**config.mk**
```make
export PLATFORM = sky130hd
export DESIGN_NAME = sp_ram_fifo_ctrl
export DESIGN_NICKNAME = d
export VERILOG_FILES = /design/src/rtl/sp_ram_fifo_pkg.sv /design/src/rtl/sp_ram_fifo_obuf.sv /design/src/rtl/sp_ram_fifo_ctrl.sv
export SDC_FILE = /design/constraint.sdc
export NUM_CORES = 1
export LEC_CHECK = 0
export CORE_MARGIN = 10
export CORE_UTILIZATION = 45
export DETAILED_ROUTE_END_ITERATION = 8
export HOLD_SLACK_MARGIN = 0.12
export PLACE_DENSITY = 0.66
export SYNTH_ARGS = -nofsm -noshare
export SYNTH_HDL_FRONTEND = slang
export SYNTH_SLANG_ARGS = --single-unit
```
**constraint.sdc**
```tcl
create_clock -name clk -period 8.4 [get_ports clk]
set_input_delay 2.1 -clock clk [delete_from_list [all_inputs] [get_ports clk]]
set_output_delay 2.1 -clock clk [all_outputs]
set_load 0.005 [all_outputs]
```
**src/rtl/sp_ram_fifo_pkg.sv**
```systemverilog
// Shared constants, grant type and read-latency helper for the single-port RAM FIFO controller.
package sp_ram_fifo_pkg;

  localparam int unsigned OBUF_DEPTH = 4;

  typedef enum logic [1:0] {
    GNT_IDLE,
    GNT_WR,
    GNT_RD
  } gnt_e;

  // RAM read latency in cycles: an output register adds one stage.
  function automatic int unsigned rd_lat(input string dout_reg);
    return (dout_reg == "true") ? 32'd2 : 32'd1;
  endfunction

endpackage

```
**src/rtl/sp_ram_fifo_obuf.sv**
```systemverilog
// Four-entry register FIFO that absorbs RAM read latency; simultaneous push and pop are both
// honoured, and the head is taken straight from a register so it holds while stalled.
module sp_ram_fifo_obuf
  import sp_ram_fifo_pkg::*;
#(
  parameter int unsigned WIDTH_DATA = 8
) (
  input  logic                  clk,
  input  logic                  rst_n,
  input  logic                  push,
  input  logic [WIDTH_DATA-1:0] push_data,
  input  logic                  pop,
  output logic [2:0]            count,
  output logic                  head_valid,
  output logic [WIDTH_DATA-1:0] head_data
);

  logic [WIDTH_DATA-1:0] buf_q [OBUF_DEPTH];
  logic [1:0]            wr_q, rd_q;
  logic [2:0]            cnt_q;
  logic                  do_push, do_pop;

  assign do_pop  = pop && (cnt_q != 3'd0);
  assign do_push = push && ((cnt_q != 3'(OBUF_DEPTH)) || do_pop);

  always_ff @(posedge clk or negedge rst_n) begin
    if (!rst_n) begin
      for (int i = 0; i < OBUF_DEPTH; i++) buf_q[i] <= '0;
      wr_q  <= '0;
      rd_q  <= '0;
      cnt_q <= '0;
    end else begin
      if (do_push) begin
        buf_q[wr_q] <= push_data;
        wr_q        <= wr_q + 2'd1;
      end
      if (do_pop) rd_q <= rd_q + 2'd1;
      unique case ({do_push, do_pop})
        2'b10:   cnt_q <= cnt_q + 3'd1;
        2'b01:   cnt_q <= cnt_q - 3'd1;
        default: cnt_q <= cnt_q;
      endcase
    end
  end

  assign count      = cnt_q;
  assign head_valid = (cnt_q != 3'd0);
  assign head_data  = buf_q[rd_q];

endmodule

```
**src/rtl/sp_ram_fifo_ctrl.sv**
```systemverilog
// FIFO controller owning one single-port RAM: alternates the port between writes and reads
// under contention and buffers read data in a small obuf. Optional macro: FIFO_BYPASS_EN.
module sp_ram_fifo_ctrl
  import sp_ram_fifo_pkg::*;
#(
  parameter int unsigned WIDTH_DATA = 8,
  parameter int unsigned WIDTH_ADDR = 8,
  parameter string       DOUT_REG   = "false"
) (
  input  logic                  clk,
  input  logic                  rst_n,
  input  logic                  in_valid,
  input  logic [WIDTH_DATA-1:0] in_data,
  output logic                  in_ready,
  output logic                  out_valid,
  output logic [WIDTH_DATA-1:0] out_data,
  input  logic                  out_ready,
  output logic                  mem_wen,
  output logic                  mem_ren,
  output logic [WIDTH_ADDR-1:0] mem_addr,
  output logic [WIDTH_DATA-1:0] mem_din,
  input  logic [WIDTH_DATA-1:0] mem_dout,
  output logic [WIDTH_ADDR+1:0] count
);

  localparam int unsigned LAT  = rd_lat(DOUT_REG);
  localparam int unsigned CNTW = WIDTH_ADDR + 2;
  localparam logic [WIDTH_ADDR:0] DEPTH = {1'b1, {WIDTH_ADDR{1'b0}}};

  logic [WIDTH_ADDR-1:0] wr_ptr_q, rd_ptr_q;
  logic [WIDTH_ADDR:0]   mem_cnt_q;
  logic                  prio_rd_q;
  logic [LAT-1:0]        inflight_q;
  logic [1:0]            inflight_cnt;
  logic [2:0]            obuf_cnt;
  logic                  obuf_push, obuf_pop;
  logic [WIDTH_DATA-1:0] obuf_push_data;
  logic                  rd_elig, push_acc, bypass;
  gnt_e                  gnt;

  always_comb begin
    inflight_cnt = '0;
    for (int i = 0; i < LAT; i++) inflight_cnt = inflight_cnt + 2'(inflight_q[i]);
  end

  // Reads only issue when the obuf is guaranteed room for everything already in flight.
  assign rd_elig = (mem_cnt_q != '0) &&
                   ((4'(obuf_cnt) + 4'(inflight_cnt)) < 4'(OBUF_DEPTH));

  assign obuf_pop = out_valid && out_ready;

  always_comb begin
    in_ready = rst_n && (mem_cnt_q != DEPTH) && !(rd_elig && prio_rd_q);
    bypass   = 1'b0;
`ifdef FIFO_BYPASS_EN
    // Nothing older in RAM or in flight, so the push may go straight into the obuf.
    if (rst_n && (mem_cnt_q == '0) && (inflight_cnt == '0) &&
        ((obuf_cnt < 3'(OBUF_DEPTH)) || obuf_pop)) begin
      in_ready = 1'b1;
      bypass   = in_valid;
    end
`endif
    push_acc = in_valid && in_ready;
    if (push_acc && !bypass) gnt = GNT_WR;
    else if (rd_elig)        gnt = GNT_RD;
    else                     gnt = GNT_IDLE;

    mem_wen  = (gnt == GNT_WR);
    mem_ren  = (gnt == GNT_RD);
    mem_addr = '0;
    mem_din  = '0;
    unique case (gnt)
      GNT_WR: begin
        mem_addr = wr_ptr_q;
        mem_din  = in_data;
      end
      GNT_RD:  mem_addr = rd_ptr_q;
      default: ;
    endcase
  end

  always_ff @(posedge clk or negedge rst_n) begin
    if (!rst_n) begin
      wr_ptr_q   <= '0;
      rd_ptr_q   <= '0;
      mem_cnt_q  <= '0;
      prio_rd_q  <= 1'b0;
      inflight_q <= '0;
    end else begin
      inflight_q <= LAT'({inflight_q, (gnt == GNT_RD)});
      unique case (gnt)
        GNT_WR: begin
          wr_ptr_q  <= wr_ptr_q + 1'b1;
          mem_cnt_q <= mem_cnt_q + 1'b1;
          prio_rd_q <= 1'b1;
        end
        GNT_RD: begin
          rd_ptr_q  <= rd_ptr_q + 1'b1;
          mem_cnt_q <= mem_cnt_q - 1'b1;
          prio_rd_q <= 1'b0;
        end
        default: ;
      endcase
    end
  end

  // The oldest in-flight stage marks the cycle mem_dout carries that read's data.
  assign obuf_push      = inflight_q[LAT-1] || bypass;
  assign obuf_push_data = bypass ? in_data : mem_dout;

  sp_ram_fifo_obuf #(
    .WIDTH_DATA(WIDTH_DATA)
  ) u_obuf (
    .clk       (clk),
    .rst_n     (rst_n),
    .push      (obuf_push),
    .push_data (obuf_push_data),
    .pop       (obuf_pop),
    .count     (obuf_cnt),
    .head_valid(out_valid),
    .head_data (out_data)
  );

  assign count = CNTW'(mem_cnt_q) + CNTW'(inflight_cnt) + CNTW'(obuf_cnt);

endmodule

```
# After elaboration in Yosys (flattened, before gate mapping)

Cells that the tools add are included.

Input bits: 20
Output and inout bits: 38
Register bits: 66
Word-level logic and storage cells: 63

Muxes and demuxes: 13
Equal/unequal tests: 6
Reduce and logical (&&, ||, !) cells: 15
Order comparisons: 4
Add/sub/neg operators: 11
Bitwise gates (word level): 2

Operator list:

| kind                  | count |
|---|---|
| $bwmux W32            | 1 |
| $mux W8               | 4 |
| $pmux W9 S2           | 1 |
| $add A8 B1 Y8 const B | 2 |
| $bmux W8 S2           | 1 |
| $demux W8 S2          | 1 |
| $pmux W8 S2           | 1 |
| $add A10 B3 Y10       | 1 |
| $add A9 B1 Y10        | 1 |
| $add A9 B1 Y9 const B | 1 |
| $logic_and A1 B1 Y1   | 9 |
| $ne A9 B9 Y1 const B  | 1 |
| $reduce_bool A9 Y1    | 1 |
| $sub A9 B1 Y9 const B | 1 |
| $ge A3 B3 Y1 const B  | 2 |
| $not A2 Y3            | 2 |
| $pmux W3 S2           | 1 |
| $add A2 B1 Y2 const B | 2 |
| $add A3 B1 Y4         | 1 |
| $eq A2 B1 Y1 const B  | 2 |
| $eq A2 B2 Y1 const B  | 2 |
| $lt A4 B3 Y1 const B  | 1 |
| $mux W2               | 2 |
| $reduce_bool A2 Y1    | 2 |
| 8 further kinds       | 8 |

# Depth between registers and ports, before layout

Gate-level depths: netlist of run 1.

Word-level depth: 10
Gate-level depth with buffers: 13

# Cells and area by module

A second synthesis of run 1 with hierarchy kept.

Cells, all modules: 313
Area, all modules: 3717.3 um^2

Modules (own cells, without submodules):

| module           | area each (um^2) | cells an instance | times used |
|---|---|---|---|
| sp_ram_fifo_ctrl | 1919.3           | 199               | 1 |
| sp_ram_fifo_obuf | 1798.0           | 114               | 1 |

# Worst setup path before layout of run 1

No wires, ideal clock.

Path kind: input to output
Start: input port in_valid
End: output port mem_addr[0]
Stages on the path: 6
Arrival time: 3.010 ns
Data required time: 6.300 ns
Path buffers: 1
Slack: 3.290 ns
Cell sequence: and2_1 o211ai_4 nand2_2 inv_2 buf_2 a22o_1

Word-level cells in the longest chain between the ends: 4

RTL lines:

| what                | RTL line               | source |
|---|---|---|
| from (decl)         | sp_ram_fifo_ctrl.sv:12 | `input logic in_valid,` |
| $logic_and A1 B1 Y1 | sp_ram_fifo_ctrl.sv:63 | `push_acc = in_valid && in_ready;` |
| $mux W2             | sp_ram_fifo_ctrl.sv:64 | `if (push_acc && !bypass) gnt = GNT_WR;` |
| $eq A2 B2 Y1        | -                      |  |
| net mem_ren         | sp_ram_fifo_ctrl.sv:19 | `output logic mem_ren,` |
| $pmux W8 S2         | sp_ram_fifo_ctrl.sv:72 | `unique case (gnt)` |
| to (decl)           | sp_ram_fifo_ctrl.sv:20 | `output logic [WIDTH_ADDR-1:0] mem_addr,` |

The timed path passes the listed nets, and every way through them passes these cells.

# Final worst setup path of run 1

Start: input port rst_n
End: output port mem_addr[4]

Word-level cells in the longest chain between the ends: 6

RTL lines:

| what                                         | RTL line               | source |
|---|---|---|
| from (decl)                                  | sp_ram_fifo_ctrl.sv:11 | `input logic rst_n,` |
| $logic_and A1 B1 Y1 (*) (2 in a row)         | sp_ram_fifo_ctrl.sv:53 | `in_ready = rst_n && (mem_cnt_q != DEPTH) && !(rd_elig && prio_rd_q);` |
| $logic_and A1 B1 Y1 (*)                      | sp_ram_fifo_ctrl.sv:63 |  |
| $mux W2 (*)                                  | sp_ram_fifo_ctrl.sv:64 |  |
| $eq A2 B2 Y1 or $eq A2 B1 Y1 (tied branches) | sp_ram_fifo_ctrl.sv:72 |  |
| $pmux W8 S2 (*)                              | sp_ram_fifo_ctrl.sv:72 |  |

Mark *: on every way between the ends. The rest lies on a longest branch, timed or not.

==> results of run 1 <==
## stage by stage
stage	hold WS, ns	utilization	std cells	worst slack, ns	power [mW]
final	0.481	0.582	475	1.86	2.03
after global routing	0.503	0.582	475	1.64	2.20
after CTS	0.486	0.582	475	1.81	2.06
after detailed placement	0.471	0.553	460	1.83	1.75
after global placement	0.469	0.553	460	1.84	1.72
after floorplan	0.446	-	307	3.29	1.33
## sequential cells by signal (all words and copies together), names as in the netlist
name          count
inflight_q        1
mem_cnt_q         9
prio_rd_q         1
rd_ptr_q          8
u_obuf.buf_q     32
u_obuf.count      3
u_obuf.rd_q       2
u_obuf.wr_q       2
wr_ptr_q          8
## cell usage after synthesis (all sizes together), types with 3 or more instances
master	count	area, um2
o21ai	10	50.1
ha	15	188
mux2	35	394
dfrtp	66	1650
and2	10	62.6
a31oi	3	18.8
nand4	6	37.5
nand2	23	88.8
fa	3	60.1
a22o	8	70.1
buf	5	26.3
inv	17	63.8
mux4	8	180
nor2	8	30.0
nand3	11	55.1
a21o	6	45.0
xor2	9	78.8
and3	7	45.1
xnor2	26	228
## report_power, final
part / total (mW) / internal [mW] / switching [mW] / leakage, nW
clock: 0.299 / 0.182 / 0.116 / 0.116
combinational: 1.09 / 0.630 / 0.456 / 1.05
sequential: 0.644 / 0.474 / 0.170 / 0.799
## logic make-up (layout without fill, tap and decap cells)
group / count (synthesis) / count (layout)
DFF: 66 / 66
xor gates and xnor gates: 35 / 35
AOI/OAI and AO/OA: 44 / 44
adders and majority gates: 18 / 18
muxes: 45 / 45
buffers and inverters: 24 / 90
and+or+nand+nor: 75 / 75
## final timing paths
path | start | end | cells after the start | slack [ns]
setup / recovery | rst_n | mem_addr[4] | 8 | 1.86
hold / removal | wr_ptr_q[7] | wr_ptr_q[7] | 1 | 0.48
setup reg to reg | mem_cnt_q[1] | mem_cnt_q[8] | 13 | 4.84
hold reg to reg | wr_ptr_q[7] | wr_ptr_q[7] | 1 | 0.48
max in group asynchronous | rst_n | rd_ptr_q[4] | 2 | 5.84
min in group asynchronous | rst_n | u_obuf.rd_q[1] | 2 | 2.02
## layer usage
layer	vias up	routed length, um	GRT usage
li1	1233	-	-
met1	1305	3650	0.176
met2	60	3740	0.223
met3	2	491	0.0499
met4	0	29	0.0275
met5	-	0	0
## layout make-up
class                   count  area, um2
clock buffers              11        151
inverters                  17       63.8
fillers                   691       3280
flip-flops and latches     66       1650
well taps                 102        128
repair buffers             58        573
clock inverters             4       73.8
multi-input cells         217       1930
## cell usage in the layout (no fill, tap or decap), drive strengths merged, types with 2 or more instances in the layout
cell,instances
xnor2,26
o31a,2
clkbuf,11
fa,3
xor2,9
nor3,2
o21ai,10
clkdlybuf4s50,56
a22o,8
dfrtp,66
nand2,23
nor2,8
nand4,6
and2,10
bufinv,2
o22ai,2
a311oi,2
a21oi,2
inv,18
buf,2
a21o,6
and3,7
mux4,8
mux2i,2
nor4,2
a31oi,3
or4,2
ha,15
mux2,35
nand3,11
==> impl_metrics.env, run 1 <==
export IMPL_cpPeakStageDelay_ns=0.67
export IMPL_grt_first_pass_wirelength_um=13300
export IMPL_first_pass_iters=4
export IMPL_io_buffers=57
export IMPL_max_slew_margin_rel=0.306
export IMPL_wl_per_cell_um=16.6
export IMPL_core_area_mm2=0.00785
export IMPL_drive_gt1_frac=0.198
export IMPL_fin_worst_skew_ns=0.0122
export IMPL_fmax_mhz=153
export IMPL_synth_fp_nets=345
export IMPL_ys_ff_latch=66
export IMPL_dp_hpwl_um=5770
export IMPL_drc=0
export IMPL_ant_nets=0
export IMPL_drtIter0Drc=99
export IMPL_synthMuxAreaShare=0.162
export IMPL_synth_top_flop_cell="dfrtp_1"
export IMPL_design_area_mm2=0.00457
export IMPL_place_congestion=0.810
export IMPL_root_buffer="clkbuf_8"
export IMPL_grt_pass1_vias=2668
export IMPL_grt_max_degree=69
export IMPL_cts_tree="done"
export IMPL_peakVddDrop_uv=216
export IMPL_hold_class="flip-flop to flip-flop"
export IMPL_arrival_ns=4.44
export IMPL_synth_xor_area_frac=0.0834
export IMPL_tightest_slew_ns=1.04
export IMPL_worstPathCellList="buf_2, buf_4, and2_1, o211ai_4, nand2_2, inv_2, a22o_1, clkdlybuf4s50_1"
export IMPL_routed_wl_um=7910
export IMPL_syn_to_final_growth_pct=24.3
export IMPL_setup_viol=0
export IMPL_required_ns=6.30
export IMPL_crit_fanout=68
export IMPL_yosysWarnings=0
export IMPL_end_kind="output pin"
export IMPL_cts_hold_buf=0
export IMPL_synth_top_family_by_area="multiplexers"
export IMPL_final_nets=407
export IMPL_cts_resized=0
export IMPL_drv_cap=0
export IMPL_path_class="input port to output pin"
export IMPL_yosysUniqueCellTypes=49
export IMPL_placed_area_mm2=0.00434
export IMPL_synth_compound_gate_area_share=0.102
export IMPL_power_density_mw_per_mm2=444
export IMPL_period_share=0.778
export IMPL_status="complete, no violations"
export IMPL_synth_edf_count=0
export IMPL_grt_overflow=0
export IMPL_crit_family="buffers and inverters"
export IMPL_p_leak_nw=1.97
export IMPL_hold_violations=0
export IMPL_clkSinkCount=66
export IMPL_finalMaxSlewViolations=0
export IMPL_worst_path_buf_inv=4
export IMPL_yosysSeqAreaShare=0.449
export IMPL_io_pins=58
export IMPL_dieArea_mm2=0.0122
export IMPL_clockBufferDepth=2
export IMPL_crit_path_start_kind="input port"
export IMPL_antennaDiodeCount=0
export IMPL_slowest_stage="buf_4"
export IMPL_cts_setup_buffers=0
export IMPL_cts_buffers=9
export IMPL_syn_area_per_cell_um2=12.0
export IMPL_fin_crit_ns=6.54
export IMPL_antenna_found_initial=0
export IMPL_rsz0062_at_grt="no"
export IMPL_track_usage=0.138
export IMPL_initial_core_util=0.468
export IMPL_synth_simple_area_share=0.109
export IMPL_synthArstFlopShare=1.00
export IMPL_fin_setup_tns_ns=0
export IMPL_vias=2600
export IMPL_syn_inst=307
export IMPL_die_x_um=110
export IMPL_cts_max_level=3
export IMPL_die_h_um=110
export IMPL_syn_area_mm2=0.00367
export IMPL_viasPerCell=5.47
export IMPL_synthAdderAreaFrac=0.0674
export IMPL_clk_latency_ns=0.33
export IMPL_rows=32
export IMPL_path_clk_slew_ns=0.07
(Power assumes the default switching activity.)
==> inputs of run 2 (changes only) <==
==> constraint.sdc (replaced) <==
create_clock -name clk -period 6.7 [get_ports clk]
set_input_delay 1.675 -clock clk [delete_from_list [all_inputs] [get_ports clk]]
set_output_delay 1.675 -clock clk [all_outputs]
set_load 0.005 [all_outputs]
==> impl_metrics.env, run 2 (synthesis results as in run 1) <==
export IMPL_ant_nets=0
export IMPL_internal_power_mw=1.60
export IMPL_grt_max_degree=62
export IMPL_grt_first_pass_wirelength_um=13000
export IMPL_place_inst=461
export IMPL_ff2ff_path_depth=13
export IMPL_cts_setup_buffers=0
export IMPL_r2r_start="mem_cnt_q[1]"
export IMPL_min_from="wr_ptr_q[7]"
export IMPL_rsz0062_at_grt="no"
export IMPL_peakVddDrop_uv=313
export IMPL_io_buffers=57
export IMPL_tightest_slew_ns=0.887
export IMPL_top_register="u_obuf.buf_q"
export IMPL_p_sw_frac=0.371
export IMPL_worstHoldPathCells=1
export IMPL_mostFrequentLayoutCells="dfrtp_1 (66), clkdlybuf4s50_1 (56), mux2_2 (35)"
export IMPL_end_kind="output pin"
export IMPL_hold_violations=0
export IMPL_antennaDiodeCount=0
export IMPL_route_met2_wl_um=3790
export IMPL_cts_max_level=3
export IMPL_max_slew_margin_rel=0.409
export IMPL_fmax_mhz=184
export IMPL_rows=32
export IMPL_io_pins=58
export IMPL_crit_fanout=21
export IMPL_grt_overflow=0
export IMPL_power_density_mw_per_mm2=555
export IMPL_arrival_ns=3.77
export IMPL_drc=0
export IMPL_path_class="input port to output pin"
export IMPL_dieArea_mm2=0.0122
export IMPL_crit_path_start_kind="input port"
export IMPL_first_pass_iters=4
export IMPL_cts_tree="done"
export IMPL_clk_latency_ns=0.33
export IMPL_viasPerCell=5.32
export IMPL_required_ns=5.03
export IMPL_track_usage=0.135
export IMPL_die_x_um=110
export IMPL_power_frac_comb=0.536
export IMPL_path_clk_slew_ns=0.08
export IMPL_hold_class="flip-flop to flip-flop"
export IMPL_period_share=0.812
export IMPL_place_congestion=0.832
export IMPL_core_area_mm2=0.00785
export IMPL_pwr_share_seq=0.317
export IMPL_initial_core_util=0.468
export IMPL_antenna_found_initial=0
export IMPL_wl_met1_um=3650
export IMPL_cts_resized=0
export IMPL_final_nets=408
export IMPL_instances_no_fill=477
export IMPL_setup_viol=0
export IMPL_dp_hpwl_um=5780
export IMPL_clkSinkCount=66
export IMPL_power_switching_uw=943
export IMPL_p_leak_nw=1.97
export IMPL_largest_reg_flops=32
export IMPL_finalMaxSlewViolations=0
export IMPL_fin_worst_skew_ns=0.0119
export IMPL_cts_hold_buf=0
export IMPL_clockBufferDepth=2
export IMPL_grt_pass1_vias=2659
export IMPL_wl_per_cell_um=16.6
export IMPL_p_clk_frac=0.147
export IMPL_status="complete, no violations"
export IMPL_rrSetupSlack_ns=3.13
export IMPL_root_buffer="clkbuf_8"
export IMPL_final_common_cell="dfrtp_1"
export IMPL_fin_crit_ns=5.44
export IMPL_drtIter0Drc=82
export IMPL_vias=2539
export IMPL_syn_to_final_growth_pct=24.4
export IMPL_die_h_um=110
export IMPL_hold_path_end="wr_ptr_q[7]"
export IMPL_reg_largest_list="u_obuf.buf_q x32, mem_cnt_q x9"
export IMPL_drv_cap=0
export IMPL_r2r_end="mem_cnt_q[8]"
export IMPL_fin_setup_tns_ns=0
export IMPL_routed_wl_um=7910
export IMPL_wl_met3_um=444
export IMPL_cts_buffers=9
export IMPL_top_layer_used="met4"
export IMPL_drive_gt1_frac=0.203
-- run 2: stage by stage --
| stage | power, mW | instance area, um2 | setup WS, ns | hold slack [ns] | util |
|---|---|---|---|---|---|
| 6_report | 2.54 | 4570 | 1.26 | 0.482 | 0.583 |
| 5_1_grt | 2.76 | 4570 | 1.08 | 0.503 | 0.583 |
| 4_1_cts | 2.58 | 4570 | 1.25 | 0.483 | 0.583 |
| 3_5_place_dp | 2.20 | 4350 | 1.30 | 0.466 | 0.554 |
| 3_3_place_gp | 2.16 | 4350 | 1.32 | 0.470 | 0.554 |
| 2_1_floorplan | 1.67 | 3670 | 2.44 | 0.446 | - |
-- run 2: worst max-delay path: stages --
cell	delay, ns
clkdlybuf4s50_1	0.47
nand2_1	0.11
a311oi_4	0.74
a22o_1	0.24
clkdlybuf4s50_1	0.52
-- run 2: per-layer routing --
metal,global-route usage,vias up
met5,0,-
met4,0.0358,0
met3,0.0412,2
met2,0.219,43
met1,0.171,1257
li1,-,1237
-- run 2: area by class of cell --
cell class | count | area [um2]
clock buffers | 9 | 124
clock inverters | 7 | 100
fillers | 698 | 3270
inverters | 17 | 63.8
multi-input cells | 217 | 1930
flip-flops and latches | 66 | 1650
well taps | 102 | 128
repair buffers | 59 | 581
-- run 2: power by group through the flow --
stage | clock [mW] | sequential (mW) | combinational [mW]
2_1_floorplan | 0 | 0.726 | 0.947
3_3_place_gp | 0 | 0.811 | 1.35
3_5_place_dp | 0 | 0.815 | 1.38
4_1_cts | 0.383 | 0.808 | 1.39
5_1_grt | 0.403 | 0.841 | 1.51
6_report | 0.373 | 0.806 | 1.36
-- run 2: worst max path at each step --
stage,startpoint,end,slack [ns],depth (start not counted)
after floorplan,in_valid,mem_addr[0],2.44,6
after global placement,in_valid,mem_addr[4],1.32,5
after detailed placement,in_valid,mem_addr[2],1.30,5
after CTS,in_valid,mem_addr[2],1.25,5
after global routing,in_valid,mem_addr[0],1.08,5
final,in_valid,mem_addr[4],1.26,5
